--- config.mk ---
export PLATFORM = sky130hd
export DESIGN_NAME = fetch_sequencer
export DESIGN_NICKNAME = d
export VERILOG_FILES = /design/src/rtl/fetch_sequencer_pkg.sv /design/src/rtl/fetch_timeout_counter.sv /design/src/rtl/fetch_sequencer.sv
export SDC_FILE = /design/constraint.sdc
export NUM_CORES = 1
export LEC_CHECK = 0
export ABC_CLOCK_PERIOD_IN_PS = 1990
export CAP_MARGIN = 10
export CORE_MARGIN = 1
export CORE_UTILIZATION = 44
export DETAILED_ROUTE_END_ITERATION = 10
export GPL_ROUTABILITY_DRIVEN = 1
export PLACE_DENSITY_LB_ADDON = 0.15
export SYNTH_ARGS = -nofsm -noshare
export SYNTH_HDL_FRONTEND = slang
export SYNTH_SLANG_ARGS = --single-unit
--- constraint.sdc ---
create_clock -name clk -period 1.99 [get_ports clk]
set_input_delay 0.597 -clock clk [delete_from_list [all_inputs] [get_ports clk]]
set_output_delay 0.597 -clock clk [all_outputs]
set_load 0.01 [all_outputs]
--- src/rtl/fetch_sequencer_pkg.sv ---
// Shared parameters and state encoding for the instruction fetch sequencer.
package fetch_sequencer_pkg;

    localparam int unsigned FS_COL     = 16;
    localparam int unsigned FS_TIMEOUT = 8;
    localparam int unsigned WAIT_W     = 4;

    typedef enum logic [2:0] {
        ST_IDLE     = 3'd0,
        ST_REQ      = 3'd1,
        ST_WAIT_ACK = 3'd2,
        ST_CLEAR    = 3'd3,
        ST_HOLD     = 3'd4,
        ST_REDIRECT = 3'd5,
        ST_WAIT_PC  = 3'd6,
        ST_HALT     = 3'd7
    } fetch_state_t;

endpackage

--- src/rtl/fetch_timeout_counter.sv ---
// Saturating 4-bit wait counter shared by the ack and redirect-ack waits.
module fetch_timeout_counter
    import fetch_sequencer_pkg::*;
#(
    parameter int unsigned TIMEOUT = FS_TIMEOUT
) (
    input  logic clk,
    input  logic rst_n,
    input  logic i_clear,
    input  logic i_count_en,
    output logic o_expired
);

    logic [WAIT_W-1:0] r_count;
    logic [WAIT_W:0]   w_count_next;

    always_ff @(posedge clk or negedge rst_n) begin
        if (!rst_n) begin
            r_count <= '0;
        end else if (i_clear) begin
            r_count <= '0;
        end else if (i_count_en && (r_count != '1)) begin
            r_count <= r_count + 1'b1;
        end
    end

    // Flags the cycle whose increment makes the count reach TIMEOUT; independent of
    // i_count_en so the FSM can use it without a combinational loop.
    assign w_count_next = {1'b0, r_count} + 1'b1;
    assign o_expired    = (w_count_next >= (WAIT_W+1)'(TIMEOUT));

endmodule

--- src/rtl/fetch_sequencer.sv ---
// Instruction fetch sequencer: memory request/ack, decoder handshake, branch/jump redirect.
module fetch_sequencer
    import fetch_sequencer_pkg::*;
#(
    parameter int unsigned COL     = FS_COL,
    parameter int unsigned TIMEOUT = FS_TIMEOUT
) (
    input  logic           clk,
    input  logic           rst_n,
    input  logic           enable,
    output logic           readInstruction,
    output logic           resetInstructionMemory,
    output logic           branchExecute,
    output logic           jumpExecute,
    output logic [5:0]     offset,
    output logic [11:0]    offsetJump,
    input  logic [COL-1:0] pc_instr,
    input  logic           readInstructionComplete,
    input  logic           pcSetForBranch,
    output logic [COL-1:0] instrOut,
    output logic           instrValid,
    input  logic           instrReady,
    input  logic           redirectValid,
    input  logic           redirectIsJump,
    input  logic [11:0]    redirectOffset,
    output logic           redirectAccepted,
    output logic           halted,
    output logic [15:0]    fetchCount
);

    fetch_state_t   r_state;
    fetch_state_t   w_next;
    logic [COL-1:0] r_instr;
    logic           r_redir_jump;
    logic [11:0]    r_redir_off;
    logic [15:0]    r_fetch_count;

    logic w_accept;
    logic w_handshake;
    logic w_capture;
    logic w_wait_clear;
    logic w_wait_en;
    logic w_expired;

    fetch_timeout_counter #(
        .TIMEOUT(TIMEOUT)
    ) u_wait (
        .clk       (clk),
        .rst_n     (rst_n),
        .i_clear   (w_wait_clear),
        .i_count_en(w_wait_en),
        .o_expired (w_expired)
    );

    always_comb begin
        w_next       = r_state;
        w_accept     = 1'b0;
        w_handshake  = 1'b0;
        w_capture    = 1'b0;
        w_wait_clear = 1'b0;
        w_wait_en    = 1'b0;
        case (r_state)
            ST_IDLE: begin
                if (redirectValid) begin
                    w_accept = 1'b1;
                    w_next   = ST_REDIRECT;
                end else if (enable) begin
                    w_next = ST_REQ;
                end
            end
            ST_REQ: begin
                w_wait_clear = 1'b1;
                w_next       = ST_WAIT_ACK;
            end
            ST_WAIT_ACK: begin
                if (readInstructionComplete) begin
                    w_capture = 1'b1;
                    w_next    = ST_CLEAR;
                end else begin
                    w_wait_en = 1'b1;
                    if (w_expired) w_next = ST_HALT;
                end
            end
            ST_CLEAR: w_next = ST_HOLD;
            ST_HOLD: begin
                if (instrReady) begin
                    w_handshake = 1'b1;
                    if (redirectValid) begin
                        w_accept = 1'b1;
                        w_next   = ST_REDIRECT;
                    end else if (enable) begin
                        w_next = ST_REQ;
                    end else begin
                        w_next = ST_IDLE;
                    end
                end
            end
            ST_REDIRECT: begin
                w_wait_clear = 1'b1;
                w_next       = ST_WAIT_PC;
            end
            ST_WAIT_PC: begin
                if (pcSetForBranch) begin
                    w_next = enable ? ST_REQ : ST_IDLE;
                end else begin
                    w_wait_en = 1'b1;
                    if (w_expired) w_next = ST_HALT;
                end
            end
            ST_HALT: w_next = ST_HALT;
            default: w_next = ST_IDLE;
        endcase
    end

    always_ff @(posedge clk or negedge rst_n) begin
        if (!rst_n) begin
            r_state       <= ST_IDLE;
            r_instr       <= '0;
            r_redir_jump  <= 1'b0;
            r_redir_off   <= '0;
            r_fetch_count <= '0;
        end else begin
            r_state <= w_next;
            if (w_capture) r_instr <= pc_instr;
            if (w_handshake) r_fetch_count <= r_fetch_count + 16'd1;
            if (w_accept) begin
                r_redir_jump <= redirectIsJump;
                r_redir_off  <= redirectOffset;
            end
        end
    end

    assign readInstruction        = (r_state == ST_REQ) || (r_state == ST_WAIT_ACK);
    assign resetInstructionMemory = (r_state == ST_CLEAR);
    assign instrValid             = (r_state == ST_HOLD);
    assign branchExecute          = (r_state == ST_REDIRECT) && !r_redir_jump;
    assign jumpExecute            = (r_state == ST_REDIRECT) && r_redir_jump;
    assign halted                 = (r_state == ST_HALT);
    // Acceptance is decoded from the IDLE state, so it must be masked while reset is held.
    assign redirectAccepted       = w_accept && rst_n;
    assign offset                 = r_redir_off[5:0];
    assign offsetJump             = r_redir_off;
    assign instrOut               = r_instr;
    assign fetchCount             = r_fetch_count;

endmodule

==> results.md, run 1 <==
* Worst Path Buf+Inv at 3
* Placed instance area at ~0.0035 mm²
* Initial core utilization at a little under half
* Clk_skew at 6.05 ps
* Register bit total from synthesis at 52
* Layout overhead on the synthesized area at 51.7%
* Total grt overflow at 0
* Warnings, synthesis at 0
* Sequential share of power at between 30 and 40%
* Slew margin rel. at a little under three fifths
* Switching share of power at 30.9%
* Largest net degree at the start of global routing at 53
* Switching power at 1.56 mW
* Worst setup path class: flop to primary output
* Total design power at 5.05 mW
* Final period utilization at 99.1%
* Initial DRC Count at 49
* Worst EP arrival at around 1400 ps
* Worst-path clk slew at ~90 ps
* Initial antenna violation count at 0
* Pre-Repair DR Iteration Count at 4
* Hold Crit Class: input pin to async pin
* Outcome: completed
* FF-to-FF path depth at 6
* Fill count at between 300 and 400
* Top-count cell post-synth: dfrtp_1
* Layout cell share with drive strength beyond 1 at between 20% and 30%
* Clock Latency Late Sink at approximately 300 ps
* Die extent in y at roughly 76 µm
* Longest Clk Path Bufs at 2
* Unrepaired setup endpoints after global routing: yes
* Grt peak-use layer: met2
* CTS Root Cell: clkbuf_8
* Syn Area/Cell at ~13 µm²
* Number of synthesized flops with an enable pin at 0
* # IOs at slightly above 90
* CP Cell Sequence: buf_6 > nor2_4 > buf_6 > and2_4 > buf_6
* Met3 usage at between 4 and 5%
* Reg-to-Reg End: instrOut[6]
* H-tree Lvls at 2
* Cell family with most CP delay: flip-flops
* GP Congestion at roughly 0.8
* DP Wirelength at roughly 3600 µm
* Clock Power Share at between 10% and 20%
* Synth top area share at between 50% and 60%
* Synth top cells by count: dfrtp_1, mux2_2, xnor2_1
* Crit-path max cell delay at 460 ps
* Critical Path Stages at 5
* Gate power share at roughly half
* Largest cells by area after synthesis: dfrtp_1, mux2_2, mux2_4
* TritonCTS Buffers at 5
* Power Density at 1370 mW/mm²
* Grt met1 use at roughly 24%
* Site Rows at 26
* Die ar. at approximately 0.0058 mm²
* R2R setup slack at 180 ps
* Most used cell, CP: buf_6
* Critical path startpoint: r_state[1]
* Via/cell ratio at around 5
* Slew Limit Fails at 0
* Termination of the worst setup path: instrValid
* Synth Cell Area at between 0.002 and 0.0025 mm²
* Total core area at ~0.0052 mm²
* Leak pwr at ~1.6 nW
* CP Launch Type: flop
* CTS tree: done
* Antenna diodes at 0
* Netlist cell types at 40
* Critical Path Slowest Stage Cell: dfrtp_2
* Setup_tns at 0 ps
* FMAX at 507 MHz
* Worst hold-check slack at roughly 430 ps
* First-pass GRT wire length at roughly 8500 µm
* Peak supply drop at 0.924 mV
* Antenna viol nets, final at 0
* Port Buf Inserts at 92
* Setup Viol. Count Final at 0
* Largest area contributor in the netlist: dfrtp_1
* # DRC at 0
* Final design utilization at between 70% and 80%
* P_int at roughly 3.5 mW
* Main synth FF type: dfrtp_1
* Worst-path maximum fanout at 5
* CP Data Required Time at about 1400 ps
* Syn Nets at 226
* Vias in the first global route at approximately 1,800
* Routing usage on met2 at 30.9%
* Tmin final at 1970 ps
* WL per Instance at 14.0 µm
* RR Startpoint: r_state[0]
* Post-synth ARST share at 100%
* CP endpoint kind: primary output
* Final wirelength at around 5000 µm
* Nets at between 300 and 400
* Seq/Total Area, Yosys at between 50% and 60%
* Finished Cell Area at ~0.0037 mm²
* Die W at 76.2 µm
* Total global-route track usage at 18.7%
* Via count at 1,791
* Gate Count Post-Synth at roughly 190
* Hold Fails Final Rpt at 0
* Total clock sinks at 52
* Max-Cap Viols at 0
* Worst Tran Pin Value at 642 ps
==> metal layers <==
layer  wire length, µm  part of all wire (%)
met1              2320                    45
met5                 0                     0
met2              2450                    48
met3               320                   6.2
met4                51                  0.99
==> power groups by stage <==
stage / sequential (mW) / combinational (mW) / clock (mW)
finish: 1.74 / 2.54 / 0.773
global route: 1.80 / 2.71 / 0.847
CTS: 1.74 / 2.48 / 0.795
detailed placement: 1.77 / 2.36 / 0
global placement: 1.75 / 2.35 / 0
floorplan: 1.86 / 1.12 / 0
==> final cells by class <==
type / count / area, µm² / share of cell area [%]
Multi-Input combinational cell: 119 / 1040 / 28.3
Inverter: 3 / 11.3 / 0.306
Clock inverter: 1 / 30.0 / 0.817
Clock buffer: 7 / 96.3 / 2.62
Timing Repair Buffer: 115 / 1100 / 30.0
Sequential cell: 52 / 1310 / 35.6
Tap cell: 70 / 87.6 / 2.38
==> worst min-delay path by stage <==
stage,startpoint,to,cells after the start,slack [ps]
after detailed placement,fetchCount[15],fetchCount[15],1,470
after global routing,rst_n,offsetJump[8],2,490
after CTS,rst_n,offsetJump[8],2,450
after global placement,fetchCount[15],fetchCount[15],1,470
final,rst_n,offsetJump[9],2,430
after floorplan,rst_n,fetchCount[0],0,300
==> stage by stage <==
stage                     setup WS, ps  std cells
after floorplan                    154        187
after CTS                         -135        365
after global placement            -600        352
final                             18.8        367
after global routing             -62.1        367
after detailed placement          -610        352
==> sequential cells by signal (all words and copies together) (netlist names) <==
register / count
r_redir_jump: 1
u_wait.r_count: 4
instrOut: 16
fetchCount: 16
r_state: 3
offsetJump: 12
==> what timing repair did <==
action / CTS / global route
hold buffers: 0 / 0
pin swaps: 1 / 2
endpoints found under the setup margin: 7 / 9
endpoints found under the hold margin: 0 / 0
buffers inserted: 5 / 2
gates resized for setup: 28 / 13
==> kinds of logic after synthesis <==
family                   count (synthesis)  synth area share [%]
multiplexers                            34                  17.0
XOR/XNOR                                16                  5.78
buffers and inverters                   16                  4.70
flip-flops                              52                  53.7
adder cells (fa/ha/maj)                  3                  1.55
AND/OR/NAND/NOR                         56                  14.2
AO/OA/AOI/OAI                           10                  3.05
==> cell usage in the layout (no fill, tap or decap), types with 5 or more instances in the layout <==
cell type	n
dfrtp_1	47
nand3_1	7
clkbuf_8	7
xnor2_1	14
nor2_1	6
clkdlybuf4s50_1	82
nand4_1	6
dfrtp_2	5
mux2_2	21
mux2_4	9
nand2_1	10
buf_4	19
Power figures use the tool's default switching activity.
==> run 2, diff against run 1 <==
--- a/config.mk
+++ b/config.mk
@@ -11,7 +11,7 @@
 export CORE_UTILIZATION = 44
 export DETAILED_ROUTE_END_ITERATION = 10
 export GPL_ROUTABILITY_DRIVEN = 1
-export PLACE_DENSITY_LB_ADDON = 0.15
+export PLACE_DENSITY = 0.79
 export SYNTH_ARGS = -nofsm -noshare
 export SYNTH_HDL_FRONTEND = slang
 export SYNTH_SLANG_ARGS = --single-unit
==> run 2 against run 1 <==
Setup slack improved by 2.0 ps. Highest routed layer unchanged. Largest cell class unchanged. Critical endpoint is now readInstruction. First-iteration DRC count fell by 4.1%. Clock power shrank 21%. Global-route usage rose by 1.3 points.
==> results.md, run 2 (synthesis results as in run 1) <==
* Outcome: completed (unchanged)
* H-tree Lvls at 2 (unchanged)
* Commonest non-fill, non-tap cell in the layout: clkdlybuf4s50_1 (unchanged)
* CP Launch Type: flop (unchanged)
* Worst Tran Pin Value at 643 ps (was 642 ps)
* Antenna viol nets, final at 0 (unchanged)
* Fill count at 403 (was 391)
* Worst setup path class: flop to primary output (unchanged)
* TritonCTS Buffers at 5 (unchanged)
* Hold buffer count at cts at 0 (unchanged)
* Total global-route track usage at 20.0% (was 18.7%)
* Initial core utilization at 46.6% (unchanged)
* Hold Crit Class: input pin to async pin (unchanged)
* Unrepaired setup endpoints after global routing: yes (unchanged)
* Nets at 333 (was 335)
* # DRC at 0 (unchanged)
* CTS Root Cell: clkbuf_8 (unchanged)
* # IOs at 93 (unchanged)
* Final design utilization at 69.6% (was 70.6%)
* Cell family with most CP delay: flip-flops (unchanged)
* Total clock sinks at 52 (unchanged)
* CP Data Required Time at 1390 ps (about the same)
* Clk_skew at 4.03 ps (was 6.05 ps)
* Critical Path Slowest Stage Cell: dfrtp_2 (unchanged)
* Total core area at 0.00520 mm² (unchanged)
* Layout cell share with drive strength beyond 1 at 28.5% (was 28.6%)
* CP endpoint kind: primary output (unchanged)
* Peak supply drop at 0.736 mV (was 0.924 mV)
* Tmin final at 1970 ps (about the same)
* Finished Cell Area at 0.00362 mm² (was 0.00368 mm²)
* FMAX at 508 MHz (was 507 MHz)
* Initial DRC Count at 47 (was 49)
* Die extent in y at 76.2 µm (unchanged)
* DP Wirelength at 3750 µm (was 3640 µm)
* Die ar. at 0.00581 mm² (unchanged)
* Power Density at 1350 mW/mm² (was 1370 mW/mm²)
* Port Buf Inserts at 92 (unchanged)
* First-pass GRT wire length at 9150 µm (was 8510 µm)
* Clock Latency Late Sink at 300 ps (about the same)
* Placed instance area at 0.00344 mm² (was 0.00346 mm²)
* Via/cell ratio at 4.93 (was 4.88)
* Final period utilization at 99.0% (was 99.1%)
* WL per Instance at 14.9 µm (was 14.0 µm)
* Slew margin rel. at 57.2% (about the same)
* Max-Cap Viols at 0 (unchanged)
* Worst-path maximum fanout at 4 (was 5)
* GP Congestion at 0.763 (was 0.822)
* Worst-path clk slew at 90 ps (about the same)
* Vias in the first global route at 1,851 (was 1,784)
* Setup Viol. Count Final at 0 (unchanged)
* Crit-path max cell delay at 440 ps (was 460 ps)
* Final wirelength at 5430 µm (was 5140 µm)
* Worst Path Buf+Inv at 2 (was 3)
* Total grt overflow at 0 (unchanged)
* Site Rows at 26 (unchanged)
* Layout overhead on the synthesized area at 49.5% (was 51.7%)
* Most frequent cells in the layout: clkdlybuf4s50_1, dfrtp_1, mux2_2 (unchanged)
* CP Cell Sequence: buf_6 > or2b_1 > a21oi_2 > buf_2 (was buf_6 > nor2_4 > buf_6 > and2_4 > buf_6)
* Die W at 76.2 µm (unchanged)
* CTS tree: done (unchanged)
* Slew Limit Fails at 0 (unchanged)
* Longest Clk Path Bufs at 2 (unchanged)
* Hold Fails Final Rpt at 0 (unchanged)
* Initial antenna violation count at 0 (unchanged)
* Worst Slack Setup Final at 20.8 ps (was 18.8 ps)
* Pre-Repair DR Iteration Count at 4 (unchanged)
* Largest net degree at the start of global routing at 53 (unchanged)
* Worst EP arrival at 1370 ps (about the same)
* Leak pwr at 1.60 nW (was 1.62 nW)
* Via count at 1,798 (was 1,791)
* Antenna diodes at 0 (unchanged)
* DP Worst Slack at -569 ps (was -610 ps)
-- run 2: changes by cell type in the layout (fill, tap and decap cells not counted), sizes merged --
cell           delta
buf               -1
bufinv            -1
clkinv            +2
clkdlybuf4s15     -2
-- run 2: cell type report --
class | count | area (µm²) | area share [%]
Tap cell | 70 | 87.6 | 2.42
Clock buffer | 6 | 82.6 | 2.28
Inverter | 3 | 11.3 | 0.311
Clock inverter | 2 | 10.0 | 0.276
Timing Repair Buffer | 113 | 1080 | 29.8
Sequential cell | 52 | 1310 | 36.0
Multi-Input combinational cell | 119 | 1050 | 28.9
-- run 2: power breakdown --
part | switching [mW] | internal [mW] | total [mW]
logic | 0.963 | 1.58 | 2.54
registers | 0.282 | 1.46 | 1.74
clock network | 0.332 | 0.278 | 0.610
total | 1.58 | 3.31 | 4.89
-- run 2: worst paths after layout --
path                                    to  slack [ps]  cells past startpoint            from
max in group asynchronous    fetchCount[3]        1090                      2           rst_n
min in group clk            fetchCount[15]         480                      1  fetchCount[15]
setup reg to reg               instrOut[3]         220                      6      r_state[0]
hold / removal                 instrOut[6]         430                      2           rst_n
hold reg to reg             fetchCount[15]         480                      1  fetchCount[15]
setup / recovery           readInstruction          20                      4      r_state[1]
-- run 2: metrics by stage --
stage	hold WS (ps)	instances	power [mW]	setup TNS [ps]
after global placement	460	350	4.05	-1580
after CTS	473	363	4.85	-130
after floorplan	301	187	2.97	0
final	433	365	4.89	0
after detailed placement	468	350	4.12	-2590
after global routing	501	365	5.18	-100
-- run 2: timing repair --
| item | 4_1_cts | 5_1_grt |
|---|---|---|
| hold endpoints to repair | 0 | 0 |
| setup endpoints to repair | 7 | 7 |
| buffers inserted | 5 | 2 |
| pin swaps | 0 | 2 |
| resized for setup | 32 | 13 |
-- run 2: layer usage --
layer	part of all wire (%)	up-vias	GRT usage, %
li1	-	862	-
met1	43	865	24.5
met2	49	62	34.3
met3	5.5	9	4.67
met4	2.0	0	7.50
met5	0	-	0
==> run 3, diff against run 2 <==
--- a/config.mk
+++ b/config.mk
@@ -5,13 +5,14 @@
 export SDC_FILE = /design/constraint.sdc
 export NUM_CORES = 1
 export LEC_CHECK = 0
-export ABC_CLOCK_PERIOD_IN_PS = 1990
+export ABC_CLOCK_PERIOD_IN_PS = 2200
 export CAP_MARGIN = 10
 export CORE_MARGIN = 1
 export CORE_UTILIZATION = 44
 export DETAILED_ROUTE_END_ITERATION = 10
 export GPL_ROUTABILITY_DRIVEN = 1
 export PLACE_DENSITY = 0.79
+export SKIP_CTS_REPAIR_TIMING = 1
 export SYNTH_ARGS = -nofsm -noshare
 export SYNTH_HDL_FRONTEND = slang
 export SYNTH_SLANG_ARGS = --single-unit
==> constraint.sdc (replaced) <==
create_clock -name clk -period 2.2 [get_ports clk]
set_input_delay 0.66 -clock clk [delete_from_list [all_inputs] [get_ports clk]]
set_output_delay 0.66 -clock clk [all_outputs]
set_load 0.01 [all_outputs]
==> run 3 against run 2 <==
Critical path depth grew 1. Setup slack got worse by 48 ps. Highest routed layer unchanged. Cell count fell by 1.4%. The flow now finishes with violations (setup timing). Sequential cell count unchanged. Cell area shrank 1.3%. Sequential power decreased by 8%. Clock-buffer cell count down 1. Critical endpoint is now redirectAccepted. Via count shrank 1.7%. Largest power group unchanged.
==> results.md, run 3 (synthesis results as in run 1) <==
* Layout cell share with drive strength beyond 1 at 24.1% (was 28.5%)
* Worst-path clk slew at 100 ps (was 90 ps)
* Worst setup path class: input pin to primary output (was flop to primary output)
* Setup_tns at -27.2 ps (was 0 ps)
* Commonest non-fill, non-tap cell in the layout: clkdlybuf4s50_1 (unchanged)
* Site Rows at 26 (unchanged)
* Total grt overflow at 0 (unchanged)
* Nets at 328 (was 333)
* Die extent in y at 76.2 µm (unchanged)
* Fill count at 417 (was 403)
* CTS tree: done (unchanged)
* Total global-route track usage at 17.9% (was 20.0%)
* Port Buf Inserts at 92 (unchanged)
* GP Congestion at 0.780 (was 0.763)
* Antenna diodes at 0 (unchanged)
* Met3 usage at 2.75% (was 4.67%)
* R2R setup slack at 510 ps (was 220 ps)
* Total clock sinks at 52 (unchanged)
* FMAX at roughly 450 MHz
* Initial DRC Count at 58 (was 47)
* Pre-Repair DR Iteration Count at 4 (unchanged)
* Via/cell ratio at 4.91 (was 4.93)
* CTS Root Cell: clkbuf_8 (unchanged)
* Outcome: finished with violations (was completed)
* DP Wirelength at 3580 µm (was 3750 µm)
* Power Density at 1190 mW/mm² (was 1350 mW/mm²)
* Routing usage on met2 at 29.2% (was 34.3%)
* Worst Tran Pin Value at 652 ps (was 643 ps)
* Vias in the first global route at 1,687 (was 1,851)
* CP Data Required Time at 1540 ps (was 1390 ps)
* Final wirelength at 5090 µm (was 5430 µm)
* # DRC at 0 (unchanged)
* Via count at 1,767 (was 1,798)
* Clock Latency Late Sink at 300 ps (about the same)
* CP Launch Type: input pin (was flop)
* Die ar. at 0.00581 mm² (unchanged)
* Hold Fails Final Rpt at 0 (unchanged)
* Setup Viol. Count Final at 1 (was 0)
* Failing checks: setup timing
* Most frequent cells in the layout: clkdlybuf4s50_1, dfrtp_1, mux2_2 (unchanged)
* Initial antenna violation count at 0 (unchanged)
* Max-Cap Viols at 0 (unchanged)
* Grt met1 use at 24.1% (was 24.5%)
* CP endpoint kind: primary output (unchanged)
* TritonCTS Buffers at 5 (unchanged)
* Worst-path maximum fanout at 2 (was 4)
* Crit-path max cell delay at 480 ps (was 440 ps)
* # IOs at 93 (unchanged)
* Final period utilization at 101%
* Antenna viol nets, final at 0 (unchanged)
* FF-to-FF path depth at 5 (was 6)
* Hold Crit Class: flop to flop (was input pin to async pin)
* Tmin final at about 2200 ps
* Layout overhead on the synthesized area at 47.5% (was 49.5%)
* H-tree Lvls at 2 (unchanged)
* Hold EP: fetchCount[15]
* Grt peak-use layer: met2 (unchanged)
* Slew margin rel. at 56.5% (was 57.2%)
* WL per Instance at 14.1 µm (was 14.9 µm)
* Critical Path Slowest Stage Cell: clkdlybuf4s50_1 (was dfrtp_2)
* Slew Limit Fails at 0 (unchanged)
* Unrepaired setup endpoints after global routing: yes (unchanged)
* DP Worst Slack at -483 ps (was -569 ps)
* Worst EP arrival at 1570 ps (was 1370 ps)
* Reg-to-Reg End: instrOut[2] (was instrOut[3])
* Longest Clk Path Bufs at 2 (unchanged)
* CP Cell Sequence: clkdlybuf4s50_1 > nand2b_4 > nand3_2 > nor2_1 > buf_2 (was buf_6 > or2b_1 > a21oi_2 > buf_2)
* Peak supply drop at 0.560 mV (was 0.736 mV)
* RR Startpoint: r_state[0] (unchanged)
* First-pass GRT wire length at 8190 µm (was 9150 µm)
* Die W at 76.2 µm (unchanged)
* Worst Slack Setup Final at -27.2 ps (was 20.8 ps)
* Leak pwr at 1.64 nW (was 1.60 nW)
* Initial core utilization at 46.6% (unchanged)
* Clk_skew at 7.85 ps (was 4.03 ps)
* Worst hold-check slack at 471 ps (was 433 ps)
* Total core area at 0.00520 mm² (unchanged)
* Largest net degree at the start of global routing at 53 (unchanged)
* Worst Hold Path Cells at 1
* Hold_sp: fetchCount[15]
## run 3: cell count changes in the layout (fill, tap and decap cells not counted), sizes merged
cell	delta
clkinv	+1
dlymetal6s2s	+4
clkdlybuf4s15	-1
buf	-9
clkdlybuf4s50	+2
clkbuf	-2
## run 3: worst max-delay path, delay by kind of cell
family,cells,cell delay (ps)
and+or+nand+nor,3,290
buffers and inverters,2,620
## run 3: area by class of cell
type                       instances  area (µm²)  area share [%]
sequential                        52        1310            36.5
timing repair buffer             108        1060            29.6
multi-input combinational        119        1030            28.7
tap                               70        87.6            2.45
clock buffer                       5        68.8            1.92
clock inverter                     3        18.8           0.525
inverter                           3        11.3           0.315
## run 3: per-stage QoR
stage / util [%] / power, mW / std cells / cell area [µm²]
after floorplan: - / 2.69 / 187 / 2420
final: 68.7 / 4.27 / 360 / 3580
after detailed placement: 65.7 / 3.68 / 347 / 3420
after global placement: 65.7 / 3.63 / 347 / 3420
after global routing: 68.7 / 4.54 / 360 / 3580
after CTS: 67.4 / 4.22 / 355 / 3510
## run 3: worst max-delay path by stage
stage	endpoint	start	cells past startpoint
2_1_floorplan	redirectAccepted	instrReady	4
3_3_place_gp	redirectAccepted	instrReady	5
3_5_place_dp	redirectAccepted	instrReady	5
4_1_cts	redirectAccepted	instrReady	5
5_1_grt	redirectAccepted	instrReady	5
6_report	redirectAccepted	instrReady	5
## run 3: power breakdown
group	leakage [nW]	switching (mW)	internal, mW
logic	0.943	0.781	1.36
registers	0.648	0.277	1.32
clock network	0.0479	0.311	0.222
## run 3: per-layer routing
layer | vias up | part of all wire (%)
met3 | 4 | 4.5
met2 | 57 | 48
met5 | - | 0
met1 | 856 | 47
met4 | 0 | 0.96
li1 | 850 | -
